$ cat src/rtl/gray_ptr_rx.sv
// ---------------------------------------------------------------------------
// gray_ptr_rx
//   Receive side of a Gray-coded count crossing into the clk domain. The
//   foreign Gray value is passed through a SYNC_STAGES-deep flop chain,
//   converted back to binary and every change is reported as a one-cycle
//   update with its modular increment. Changes that flip more than one Gray
//   bit are flagged, since a well-behaved Gray source never produces them.
//
// Ports
//   clk        : single clock, all logic on posedge
//   rst_n      : asynchronous active-low reset
//   gray_in    : Gray count from a foreign domain (asynchronous to clk)
//   clr_err    : clears err_sticky (an error on the same edge wins)
//   gray_sync  : last synchronizer stage
//   bin_out    : binary value of the last accepted Gray code
//   ready      : baseline captured, outputs meaningful
//   upd        : one-cycle pulse, a new value was accepted
//   delta      : (new_bin - old_bin) mod 2^DW while upd=1, else 0
//   err        : one-cycle pulse, accepted change flipped more than one bit
//   err_sticky : latched err until cleared by clr_err
// ---------------------------------------------------------------------------
module gray_ptr_rx #(
    parameter int DW          = 8,
    parameter int SYNC_STAGES = 2
) (
    input  logic          clk,
    input  logic          rst_n,
    input  logic [DW-1:0] gray_in,
    input  logic          clr_err,
    output logic [DW-1:0] gray_sync,
    output logic [DW-1:0] bin_out,
    output logic          ready,
    output logic          upd,
    output logic [DW-1:0] delta,
    output logic          err,
    output logic          err_sticky
);

    // Counter must be able to hold SYNC_STAGES itself.
    localparam int CW = $clog2(SYNC_STAGES + 1);

    typedef enum logic {
        WARMUP = 1'b0,
        TRACK  = 1'b1
    } state_t;

    state_t                          state_q, state_d;
    logic [CW-1:0]                   cnt_q, cnt_d;
    logic [SYNC_STAGES-1:0][DW-1:0]  sync_q;
    logic [DW-1:0]                   prev_q, prev_d;
    logic [DW-1:0]                   bin_q, bin_d;
    logic [DW-1:0]                   delta_q, delta_d;
    logic                            ready_q, ready_d;
    logic                            upd_q, upd_d;
    logic                            err_q, err_d;
    logic                            stk_q, stk_d;

    logic [DW-1:0]                   gs;
    logic [DW-1:0]                   gs_bin;
    logic [DW-1:0]                   gs_diff;
    logic                            multi_bit;

    // Gray to binary: each binary bit is the XOR of all Gray bits at or
    // above it, built MSB-down as a running XOR.
    function automatic logic [DW-1:0] g2b(input logic [DW-1:0] g);
        logic [DW-1:0] b;
        b[DW-1] = g[DW-1];
        for (int i = DW - 2; i >= 0; i--) begin
            b[i] = b[i+1] ^ g[i];
        end
        return b;
    endfunction

    // -----------------------------------------------------------------------
    // Synchronizer chain. Only sync_q[0] ever sees the asynchronous input.
    // -----------------------------------------------------------------------
    always_ff @(posedge clk or negedge rst_n) begin
        if (!rst_n) begin
            sync_q <= '0;
        end else begin
            sync_q[0] <= gray_in;
            for (int i = 1; i < SYNC_STAGES; i++) begin
                sync_q[i] <= sync_q[i-1];
            end
        end
    end

    assign gs      = sync_q[SYNC_STAGES-1];
    assign gs_bin  = g2b(gs);
    assign gs_diff = gs ^ prev_q;
    // More than one bit set <=> nonzero and not a power of two.
    assign multi_bit = (gs_diff & (gs_diff - 1'b1)) != '0;

    // -----------------------------------------------------------------------
    // State and output registers
    // -----------------------------------------------------------------------
    always_ff @(posedge clk or negedge rst_n) begin
        if (!rst_n) begin
            state_q <= WARMUP;
            cnt_q   <= '0;
            prev_q  <= '0;
            bin_q   <= '0;
            delta_q <= '0;
            ready_q <= 1'b0;
            upd_q   <= 1'b0;
            err_q   <= 1'b0;
            stk_q   <= 1'b0;
        end else begin
            state_q <= state_d;
            cnt_q   <= cnt_d;
            prev_q  <= prev_d;
            bin_q   <= bin_d;
            delta_q <= delta_d;
            ready_q <= ready_d;
            upd_q   <= upd_d;
            err_q   <= err_d;
            stk_q   <= stk_d;
        end
    end

    // -----------------------------------------------------------------------
    // Next-state logic. During WARMUP the chain still holds reset zeros or
    // partially propagated samples, so nothing is reported; the value seen
    // once the chain has been refilled becomes the silent baseline.
    // -----------------------------------------------------------------------
    always_comb begin
        state_d = state_q;
        cnt_d   = cnt_q;
        prev_d  = prev_q;
        bin_d   = bin_q;
        delta_d = '0;
        ready_d = ready_q;
        upd_d   = 1'b0;
        err_d   = 1'b0;

        case (state_q)
            WARMUP: begin
                if (cnt_q == CW'(SYNC_STAGES)) begin
                    prev_d  = gs;
                    bin_d   = gs_bin;
                    ready_d = 1'b1;
                    state_d = TRACK;
                end else begin
                    cnt_d = cnt_q + 1'b1;
                end
            end
            TRACK: begin
                if (gs != prev_q) begin
                    prev_d  = gs;
                    bin_d   = gs_bin;
                    // Modular difference; direction is left to the consumer.
                    delta_d = gs_bin - bin_q;
                    upd_d   = 1'b1;
                    err_d   = multi_bit;
                end
            end
            default: begin
                state_d = WARMUP;
                cnt_d   = '0;
            end
        endcase

        // A fresh error outranks a clear on the same edge.
        stk_d = err_d | (stk_q & ~clr_err);
    end

    assign gray_sync  = gs;
    assign bin_out    = bin_q;
    assign delta      = delta_q;
    assign ready      = ready_q;
    assign upd        = upd_q;
    assign err        = err_q;
    assign err_sticky = stk_q;

endmodule

$ cat config.mk
export PLATFORM = sky130hd
export DESIGN_NAME = gray_ptr_rx
export DESIGN_NICKNAME = d
export VERILOG_FILES = /design/src/rtl/gray_ptr_rx.sv
export SDC_FILE = /design/constraint.sdc
export NUM_CORES = 1
export LEC_CHECK = 0
export ABC_AREA = 0
export ABC_CLOCK_PERIOD_IN_PS = 4050
export BUFFER_PORTS_ARGS = -buffer_cell sky130_fd_sc_hd__buf_2
export CORE_MARGIN = 2
export CORE_UTILIZATION = 40
export DETAILED_ROUTE_END_ITERATION = 10
export PLACE_DENSITY = 0.71
export SLEW_MARGIN = 15
export SYNTH_ARGS = -nofsm -noshare
export SYNTH_HDL_FRONTEND = slang
export SYNTH_SLANG_ARGS = --single-unit
$ cat constraint.sdc
create_clock -name clk -period 4.05 [get_ports clk]
set_input_delay 0.405 -clock clk [delete_from_list [all_inputs] [get_ports clk]]
set_output_delay 0.405 -clock clk [all_outputs]
set_load 0.02 [all_outputs]
==> results.yml <==
logic_synthesis:
  synth_top_area_share_pct: 54.0
  avgSynthCellArea_sq_um: 12.4
  muxShareOfSynthArea_pct: 5.17
  syn-num-nets: 193
  synth_warnings: 0
  syn_area_sq_um: 2130
  synth_xor_area_share_pct: 12.9
  synth_top_family_by_area: "XOR/XNOR gates"
  synth_cell_types: 37
  synth_compound_gate_area_share_pct: 7.81
  synthAdderAreaFrac_pct: 6.69
  yosys-top-cells-area: "dfrtp_1 (54%), ha_1 (5.3%), mux2_2 (4.2%)"
  yosys.area.top_type: "dfrtp_1"
  yosys.area_share.simple_pct: 6.64
  yosysSeqAreaShare_pct: 54.0
  synthCells: 172
  ys_ff_latch: 46
place:
  placed_area_sq_um: 2330
  portBuffers: 38
  dp.cells: 268
  dp_hpwl_microns: 2430
  gp_congestion: 0.786
setup_path:
  reg2reg_depth: 13
  critPathMaxFanout: 5
  arrival_ns: 3.35
  reg2reg_slack_ns: 0.85
  startpoint: "gray_sync[6]"
  critPathCaptureType: "flop"
  crit_required_ns: 4.20
  critPathKind: "flop to flop"
  worstReg2RegEnd: "delta[6]"
  cp-start-kind: "flop"
  setup.worst_path.end: "delta[6]"
  reg2reg_from: "gray_sync[6]"
clock_tree:
  holdBufCountCts: 0
  cts_buffers: 5
  clk_latency_ns: 0.29
  ctsResizeCount: 0
  tritoncts: "done"
  cts.htree.levels: 2
  root_buffer: "clkbuf_8"
  cts.sinks: 46
  clk_pin_slew_worst_paths_ns: 0.08
  cts_setup_buffers: 0
  cts_buffer_depth: 2
power:
  ir_worst_vdd_mv: 0.237
  p_sw_share_pct: 34.4
  p_int_uw: 849
  power.switching_uw: 446
  clock_power_share_pct: 21.8
  p_seq_share_pct: 43.7
  power.share.combinational_pct: 34.4
  power.density_nw_per_um2: 535
  p_leak_nw: 1.12
layout:
  register_area_sq_um: 1150
  stdcell_count: 276
  fin_area_sq_um: 2420
  nNetsFinal: 226
  fill_cells: 497
  multi_input_area_sq_um: 835
  drive_gt1_share_pct: 30.1
  final_common_cell: "dfrtp_1"
  num_antenna_cells: 0
  area_delta_synth_final_pct: 13.5
  mostFrequentLayoutCells: "dfrtp_1 (46), buf_2 (38), inv_1 (17), xnor2_1 (10), ha_1 (9)"
timing:
  slew_violations: 0
  timing.final.hold_violations: 0
  fin_skew_ns: 0.00615
  tns_ns: 0
  worst_pin_slew_ns: 1.02
  relSlewSlack_pct: 32.3
  timing.final.crit_share_pct: 78.9
  finalSetupViolations: 0
  holdWs_ns: 0.213
  fmax_ghz: 0.313
  rsz0062_at_grt: "no"
  min_period_ns: 3.20
floorplan:
  dieWidth_microns: 77.0
  coreArea_sq_um: 5140
  io-pin-count: 39
  die_y_microns: 77.0
  fp.dieArea_sq_um: 5930
  initial_core_util_pct: 41.5
  fp-row-count: 26
route:
  drt-wirelength-per-cell_microns: 12.0
  first_pass_iters: 4
  vias: 1241
  drtAntennaViolNets: 0
  drt_wl_total_microns: 3310
  route.detailed.drc: 0
  first_iter_violations: 54
  via_per_inst: 4.50
global_route:
  grt_pass1_wl_microns: 5550
  grt_remaining_overflow: 0
  gr-usage-all-layers_pct: 12.2
  grt_pass1_vias: 1141
  antenna_found_initial: 0
  grt_max_degree: 47
run:
  maxCapViolCount: 0
status:
  status: "finished clean"
worst_hold_path:
  hp-class: "input pin to flop"
how the worst min path moves through the flow:
stage | from | cells past startpoint | to
floorplan | rst_n | 0 | bin_out[0]
global placement | sync_q[3] | 0 | gray_sync[3]
detailed placement | sync_q[4] | 0 | gray_sync[4]
CTS | gray_in[6] | 1 | sync_q[6]
global route | gray_in[5] | 1 | sync_q[5]
finish | gray_in[3] | 1 | sync_q[3]
synthesized netlist by cell type:
cell type and count:
xor2_4 2, o21a_1 2, nand3_1 1, or2_2 2, nand4_1 1, xor2_2 1, o41a_1 1, xnor2_2 1
mux2_2 8, nor3b_1 1, clkbuf_1 1, o21ai_1 1, o32ai_1 1, a21oi_1 4, o22ai_1 2, a21o_1 2
xnor2_1 10, xor2_1 5, nor2_1 6, o21ai_0 8, nand2_1 7, a21boi_0 3, a211oi_1 1, dfrtp_1 46
or3_1 1, maj3_1 1, and3_1 1, a21oi_2 1, buf_4 9, ha_1 9, inv_1 17, nor3_1 6
nor2b_1 3, buf_2 2, mux2i_1 2, fa_1 1, xnor2_4 2
metal layers:
| layer | up-vias | GRT usage [%] | part of all wire [%] |
|---|---|---|---|
| met5 | - | 0 | 0 |
| met4 | 0 | 4.82 | 1.8 |
| met3 | 6 | 4.94 | 6.6 |
| met2 | 32 | 18.2 | 44 |
| met1 | 582 | 15.9 | 47 |
| li1 | 621 | - | - |
logic make-up (layout without fill, tap and decap cells):
logic type                 Yosys count  count (layout)
AOI/OAI and AO/OA                   26              26
muxes                               10              10
DFF                                 46              46
and+or+nand+nor                     29              29
buffers and inverters               29              63
adders and majority gates           11              11
xor gates and xnor gates            21              21
worst max-delay path: stages, from the launching register on:
cell and delay, ns:
dfrtp_1 0.47, xor2_4 0.24, xnor2_4 0.30, xor2_4 0.25, xnor2_4 0.18, xor2_2 0.13, ha_1 0.21, fa_1 0.38
nor2b_1 0.16, o21ai_0 0.11, a21boi_0 0.23, o21ai_0 0.13, a21boi_0 0.20, nor3_1 0.07
registers in the layout (all words and copies together), names as in the netlist, 2 cells and up:
register,count
delta,8
gray_sync,8
prev_q,8
sync_q,8
bin_out,7
cnt_q,2
power groups by stage:
| stage | registers (mW) | clock network (mW) | logic (mW) |
|---|---|---|---|
| finish | 0.566 | 0.283 | 0.446 |
| global route | 0.577 | 0.315 | 0.499 |
| CTS | 0.567 | 0.295 | 0.451 |
| detailed placement | 0.576 | 0 | 0.448 |
| global placement | 0.577 | 0 | 0.442 |
| floorplan | 0.652 | 0 | 0.250 |
metrics by stage:
step	setup WS (ns)	power [mW]	utilization, %
4_1_cts	0.825	1.31	47.1
2_1_floorplan	1.10	0.902	-
5_1_grt	0.606	1.39	47.1
3_5_place_dp	0.841	1.02	45.3
3_3_place_gp	0.982	1.02	45.3
6_report	0.853	1.29	47.1
area by class of cell:
cell class / instances / share of cell area (%)
Clock buffer: 7 / 3.57
Inverter: 17 / 2.64
Tap cell: 70 / 3.62
Multi-Input combinational cell: 97 / 34.5
Clock inverter: 1 / 0.207
Timing Repair Buffer: 38 / 7.86
Sequential cell: 46 / 47.6
Power figures use the tool's default switching activity.
